==> src/rtl/led_matrix_scan.sv <==
// Row-scanned LED matrix driver: framebuffer, per-row shadow latch and PWM brightness.
// Row lines are one-hot active-high, column lines active-low, and every output is registered.
module led_matrix_scan #(
    parameter int ROWS         = 6,
    parameter int COLS         = 6,
    parameter int BPP          = 2,
    parameter int SLOT_CYCLES  = 4,
    parameter int BLANK_CYCLES = 2,
    localparam int RW = (ROWS > 1) ? $clog2(ROWS) : 1,
    localparam int CW = (COLS > 1) ? $clog2(COLS) : 1
) (
    input  logic            clk,
    input  logic            rst_n,
    input  logic            enable,
    input  logic            wr_en,
    input  logic [RW-1:0]   wr_row,
    input  logic [CW-1:0]   wr_col,
    input  logic [BPP-1:0]  wr_data,
    output logic [ROWS-1:0] row,
    output logic [COLS-1:0] col,
    output logic            frame_start
);

    localparam int LEVELS = (1 << BPP) - 1;
    localparam int MAXC   = (SLOT_CYCLES > BLANK_CYCLES) ? SLOT_CYCLES : BLANK_CYCLES;
    localparam int CNTW   = (MAXC > 1) ? $clog2(MAXC) : 1;

    typedef enum logic [1:0] {IDLE, BLANK, DRIVE} stateT;

    stateT           state, stateNext;
    logic [RW-1:0]   rIdx, rNext;
    logic [BPP-1:0]  slot, slotNext;
    logic [CNTW-1:0] cnt, cntNext;
    logic            loadShadow;
    logic [ROWS-1:0] rowNext;
    logic [COLS-1:0] colNext;
    logic            frameNext;

    logic [BPP-1:0] fb [ROWS][COLS];
    logic [BPP-1:0] shadow [COLS];

    always_ff @(posedge clk or negedge rst_n) begin
        if (!rst_n) begin
            fb <= '{default: '0};
        end else if (wr_en && (int'(wr_row) < ROWS) && (int'(wr_col) < COLS)) begin
            fb[wr_row][wr_col] <= wr_data;
        end
    end

    // Shadow samples fb before any same-edge write lands, so that write waits a frame.
    always_ff @(posedge clk or negedge rst_n) begin
        if (!rst_n) begin
            shadow <= '{default: '0};
        end else if (loadShadow) begin
            shadow <= fb[rNext];
        end
    end

    always_ff @(posedge clk or negedge rst_n) begin
        if (!rst_n) begin
            state       <= IDLE;
            rIdx        <= '0;
            slot        <= '0;
            cnt         <= '0;
            row         <= '0;
            col         <= '1;
            frame_start <= 1'b0;
        end else begin
            state       <= stateNext;
            rIdx        <= rNext;
            slot        <= slotNext;
            cnt         <= cntNext;
            row         <= rowNext;
            col         <= colNext;
            frame_start <= frameNext;
        end
    end

    always_comb begin
        stateNext  = state;
        rNext      = rIdx;
        slotNext   = slot;
        cntNext    = cnt;
        loadShadow = 1'b0;

        case (state)
            IDLE: begin
                if (enable) begin
                    stateNext  = BLANK;
                    rNext      = '0;
                    cntNext    = '0;
                    loadShadow = 1'b1;
                end
            end
            BLANK: begin
                if (cnt == CNTW'(BLANK_CYCLES - 1)) begin
                    stateNext = DRIVE;
                    slotNext  = '0;
                    cntNext   = '0;
                end else begin
                    cntNext = cnt + 1'b1;
                end
            end
            DRIVE: begin
                if (cnt == CNTW'(SLOT_CYCLES - 1)) begin
                    cntNext = '0;
                    if (slot == BPP'(LEVELS - 1)) begin
                        stateNext  = BLANK;
                        rNext      = (rIdx == RW'(ROWS - 1)) ? '0 : rIdx + 1'b1;
                        loadShadow = 1'b1;
                    end else begin
                        slotNext = slot + 1'b1;
                    end
                end else begin
                    cntNext = cnt + 1'b1;
                end
            end
            default: stateNext = IDLE;
        endcase

        if (!enable) begin
            stateNext  = IDLE;
            rNext      = '0;
            slotNext   = '0;
            cntNext    = '0;
            loadShadow = 1'b0;
        end

        // Outputs are decoded from the next state so that pins and state update on one edge.
        rowNext   = '0;
        colNext   = '1;
        frameNext = loadShadow && (rNext == '0);
        if (stateNext == DRIVE) begin
            rowNext = ROWS'(1) << rNext;
            for (int unsigned c = 0; c < COLS; c++) begin
                colNext[c] = ~(shadow[c] > slotNext);
            end
        end
    end

endmodule

==> config.mk <==
export PLATFORM = sky130hd
export DESIGN_NAME = led_matrix_scan
export DESIGN_NICKNAME = d
export VERILOG_FILES = /design/src/rtl/led_matrix_scan.sv
export SDC_FILE = /design/constraint.sdc
export NUM_CORES = 1
export LEC_CHECK = 0
export ABC_AREA = 0
export CAP_MARGIN = 5
export CELL_PAD_IN_SITES_DETAIL_PLACEMENT = 1
export CELL_PAD_IN_SITES_GLOBAL_PLACEMENT = 1
export CORE_MARGIN = 2
export CORE_UTILIZATION = 53
export CTS_CLUSTER_SIZE = 20
export DETAILED_ROUTE_END_ITERATION = 10
export PLACE_DENSITY_LB_ADDON = 0.1
export SYNTH_ARGS = -nofsm -noshare
export SYNTH_HDL_FRONTEND = slang
export SYNTH_SLANG_ARGS = --single-unit
==> constraint.sdc <==
create_clock -name clk -period 3.44 [get_ports clk]
set_input_delay 0.688 -clock clk [delete_from_list [all_inputs] [get_ports clk]]
set_output_delay 0.688 -clock clk [all_outputs]
set_load 0.01 [all_outputs]
## Yosys cells after proc, flatten, opt, wreduce, memory -nomap -nowiden

Index checks and enable logic that the tools add are counted.

| word-level totals | value |
|---|---|
| bits of input ports | 12 |
| output and inout bits | 13 |
| logic and storage cells | 123 |
| register bits | 106 |

| cells by class | value |
|---|---|
| bitwise gates (word level) | 9 |
| shifts and indexed selects | 1 |
| multiplexer cells | 33 |
| add/sub/neg operators | 3 |
| reduce and logical (&&, ||, !) cells | 7 |
| equality and inequality tests | 8 |
| $lt $le $gt $ge | 13 |

Operators by type and width:

| operator | count |
|---|---|
| $bwmux W72 | 1 |
| $bmux W12 S3 | 1 |
| $demux W12 S3 | 1 |
| $mux W12 | 3 |
| $mux W2 | 12 |
| $ge A4 B4 Y1 const B | 3 |
| $gt A2 B2 Y1 | 6 |
| $mux W3 | 4 |
| $mux W6 | 2 |
| $not A3 Y4 | 3 |
| $pmux W2 S3 | 2 |
| $eq A2 B2 Y1 const B | 4 |
| $lt A4 B1 Y1 const B | 2 |
| $demux W2 S3 | 1 |
| $lt A3 B3 Y1 const B | 2 |
| $not A1 Y1 | 6 |
| $pmux W3 S2 | 1 |
| $shl A1 B3 Y6 const A | 1 |
| $logic_and A1 B1 Y1 | 5 |
| $add A2 B1 Y2 const B | 2 |
| $eq A2 B1 Y1 const B | 2 |
| $ne A4 B1 Y1 const B | 1 |
| $pmux W2 S2 | 1 |
| $add A3 B1 Y3 const B | 1 |
| 5 further kinds | 7 |

## Logic depth before layout (Yosys ltp)

| logic depth | value |
|---|---|
| depth in word-level cells | 10 |
| gate-level depth with buffers | 11 |
| mapped depth without buffers | 11 |

## Worst setup path before layout

No wires, ideal clock.

| path | value |
|---|---|
| kind | flip-flop to flip-flop |
| from | register state[0] |
| to | register shadow[0] (netlist bit) |
| stages on the path, launching flop included | 10 |
| period minus slack after synthesis | 2.345 ns |
| required time | 3.311 ns |
| buffers on the path | 2 |
| library setup time | 0.129 ns |
| arrival time | 2.216 ns |
| setup slack | 1.095 ns |
| path through | dfrtp_1 -> inv_1 -> ha_1 -> and3_1 -> buf_4 -> o221ai_2 -> buf_2 -> mux2i_1 -> nor3_1 -> a2111o_1 |

| on the way | value |
|---|---|
| cells in the longest elaborated chain, start to end | 7 |
| elaborated cells between the ends (all ways) | 10 |
| those cells by class | eq/ne: 1; mux: 7; bitwise: 1; reduce/logical: 1 |

RTL lines:

| element | line | source |
|---|---|---|
| start, declared | 30 | `stateT state, stateNext;` |
| start signal, assigned | 69 | `state <= stateNext;` |
| $eq A2 B2 Y1 or $logic_not A2 Y1 (tied branches) | 86 | `case (state)` |
| $pmux W3 S2 | 86 |  |
| $mux W3 | 121 | `if (!enable) begin` |
| $not A3 Y4 (not written as such) | 55 | `shadow <= fb[rNext];` |
| $bmux W12 S3 | 55 |  |
| $mux W12 (not written as such) (2 in a row) | 55 |  |
| end signal, assigned | 55 |  |
| end, declared | 40 | `logic [BPP-1:0] shadow [COLS];` |

Several ways; a longest one is shown, not always the timed one. The select of a mux whose other input is x is not followed.
A chain may end at the register's enable or synchronous reset.

## Worst setup path after layout

| path | value |
|---|---|
| from | input enable |
| to | register shadow[5] (netlist bit) |

| on the way | value |
|---|---|
| cells in the longest elaborated chain, start to end | 5 |
| elaborated cells between the ends (all ways) | 6 |
| those cells by class | mux: 5; bitwise: 1 |

RTL lines:

| element | line | source |
|---|---|---|
| start, declared | 14 | `input logic enable,` |
| $mux W3 | 121 |  |
| $not A3 Y4 (not written as such) | 55 |  |
| $bmux W12 S3 | 55 |  |
| $mux W12 (not written as such) (2 in a row) | 55 |  |

Several ways; a longest one is shown, not always the timed one. The select of a mux whose other input is x is not followed.

==> reports/metrics.csv <==
stage,metric,value,unit
power,p_leak,0.002797,uW
sta,rsz0062_at_grt,false,
clock_tree,clockBufferDepth,2,
synthesis,synth_seq_cells,106,
clock_tree,cts_sinks,106,
clock_tree,post_cts_resized,0,
place,port_buffers,24,
sta,tightest_slew,0.8043,ns
setup_path,crit_type,input pin to flop,
synthesis,async_flop_share,100.0,%
route,num_vias,3918,
synthesis,synth-edff-count,0,
sta,relSlewSlack,46.38,%
setup_path,critPathMaxFanout,18,
place,gp_congestion,0.8476,
clock_tree,h-tree-depth,3,
route,drt_wl_total,14.19,mm
power,vdd_drop_max,0.3702,mV
floorplanning,design.die.area,11070,um2
clock_tree,cts_tree,done,
sta,min_period,2.821,ns
route,drtAntennaViolNets,0,
outcome,status,finished clean,
setup_path,startpoint_type,input pin,
floorplanning,io_pins,25,
synthesis,syn_area,5431,um2
synthesis,yosys_warnings,0,
setup_path,required,3.72,ns
synthesis,synth_most_common_cell,dfrtp_1,
place,dp_hpwl,10.48,mm
global_route,grt_pass1_vias,4236,
sta,setup_violations,0,
setup_path,reg2reg_setup_slack,0.64,ns
setup_path,r2r-end,shadow[1],
power,powerDensity,415.1,nW/um2
route,avgViaCountPerCell,6.000,
global_route,antenna_found_initial,0,
route,drtIter0Drc,124,
global_route,grt_use_total,27.81,%
sta,max_freq,354.5,MHz
floorplanning,core,9864,um2
layout,utilization,60.86,%
layout,nFillCells,1052,
synthesis,synth_top_cell_by_area,dfrtp_1,
clock_tree,post_cts_buffers,0,
layout,finalNetCount,548,
setup_path,worstPathArrival,3.10,ns
synthesis,synth_cells,493,
floorplanning,fp.dieW,105.2,um
sta,skew,0.01110,ns
global_route,grt_pass1_wl,23.46,mm
layout,area_growth,10.53,%
synthesis,synth_area_leaders,"dfrtp_1 46%, mux2_2 16%, ha_1 4.8%, dfstp_2 2.9%, a21oi_1 2.3%",
setup_path,reg2reg_depth,8,
synthesis,yosysUniqueCellTypes,54,
route,drc,0,
sta,report.final.slew_viol_count,0,
clock_tree,holdBufCountCts,0,
synthesis,ys_seq_area_share,48.97,%
layout,multi_input_area,2550,um2
clock_tree,numCtsBuffers,9,
clock_tree,clock_latency,0.39,ns
synthesis,syn_avg_cell_area,11.02,um2
floorplanning,die_y,105.2,um
sta,timing.final.hold_violations,0,
min_path,min_path_type,input pin to asynchronous set/reset pin,
synthesis,syn-num-nets,526,
floorplanning,start_util,55.06,%
clock_tree,cts_root_buf,clkbuf_8,
flow_run,maxCapViolations,0,
route,wl_per_cell,21.72,um
synthesis,ys_top_cells_by_count,"100 x dfrtp_1, 76 x mux2_2, 32 x nor2_1, 27 x inv_1, 25 x a21oi_1",
layout,regArea,2660,um2
route,dr.pass1.iters,4,
layout,num_antenna_cells,0,
setup_path,worstSetupEndpointType,flop,
layout,drive_above_1_share,23.65,%
sta,period_share,81.99,%
sta,final.setup.tns,0,ns
clock_tree,path_clk_slew,0.11,ns
global_route,overflow,0,
synthesis,synth_flop_cell,dfrtp_1,
setup_path,reg2reg_from,state[0],
sta,holdWs,0.3449,ns
synthesis,synth.top_cell.area_share,46.07,%
global_route,grt_max_degree,57,
floorplanning,rows,36,
layer usage:
layer	up-vias	part of all wire (%)	GRT usage [%]
met4	0	1.2	6.476
met5	-	0	0
met1	2000	45	37.86
met3	17	4.9	6.555
met2	79	49	45.35
li1	1822	-	-
state kept, by name (all words and copies together), names as in the netlist:
register / flops
row: 6
state: 2
frame_start: 1
shadow: 12
fb: 72
cnt: 2
slot: 2
col: 6
rIdx: 3
layout make-up:
type | instances | area share [%]
timing repair buffer | 38 | 5.711
sequential | 106 | 44.31
clock buffer | 11 | 2.355
tap | 133 | 2.772
inverter | 28 | 1.751
clock inverter | 5 | 0.6253
multi-input combinational | 332 | 42.48
kinds of logic after synthesis:
kind of cell               after synthesis  synth area share [%]
buffers and inverters                   55                 4.077
DFF                                    106                 48.97
AOI/OAI and AO/OA                       85                 10.78
adders and majority gates               21                 4.838
and+or+nand+nor                        138                 13.36
muxes                                   88                 17.97
layout by cell type, fill, tap and decap left out, types with 2 or more instances in the layout:
master	instances
a31oi_1	2
o221ai_1	4
a211oi_2	2
clkbuf_8	10
and2_1	3
a211oi_1	5
o21ai_0	21
dfstp_2	6
a211o_1	6
a21oi_1	25
nand2_1	23
buf_4	15
or4_1	4
ha_1	21
inv_6	2
or4b_1	2
inv_1	27
dfrtp_1	100
a2111o_1	8
nor3_1	18
nand3_1	19
or3_1	4
and3b_1	2
nor2_1	32
nand2b_1	7
a22oi_1	3
and3_1	8
nor4b_1	2
nand3b_1	2
mux2i_1	12
clkdlybuf4s50_1	23
clkinvlp_4	2
mux2_2	76
power by group:
part	internal [uW]	switching [uW]	total [uW]
Sequential	1360	77.9	1440
Combinational	159	166	324
Clock	287	439	727
Total	1810	683	2490
worst max-delay path: stages:
cell and delay, ns:
clkdlybuf4s50_1 0.74, inv_1 0.11, or4_1 0.85, nand3_1 0.21, a21oi_1 0.09, a2111o_1 0.39
how the worst max path moves through the flow:
stage,start,endpoint,slack [ns]
after floorplan,state[0],shadow[0],1.10
after global placement,enable,shadow[0],0.35
after detailed placement,enable,shadow[8],0.27
after CTS,state[0],shadow[1],0.67
after global routing,state[0],shadow[1],0.47
final,enable,shadow[5],0.62
through the flow:
stage,power (uW),instances,setup WS [ns],instance area [um2]
after floorplan,1646,493,1.095,5431
after global placement,1764,637,0.3548,5824
after detailed placement,1790,637,0.2737,5824
after CTS,2517,653,0.6678,6003
after global routing,2603,653,0.4698,6003
final,2492,653,0.6194,6003
No activity file was read; power rests on OpenSTA's default activity.
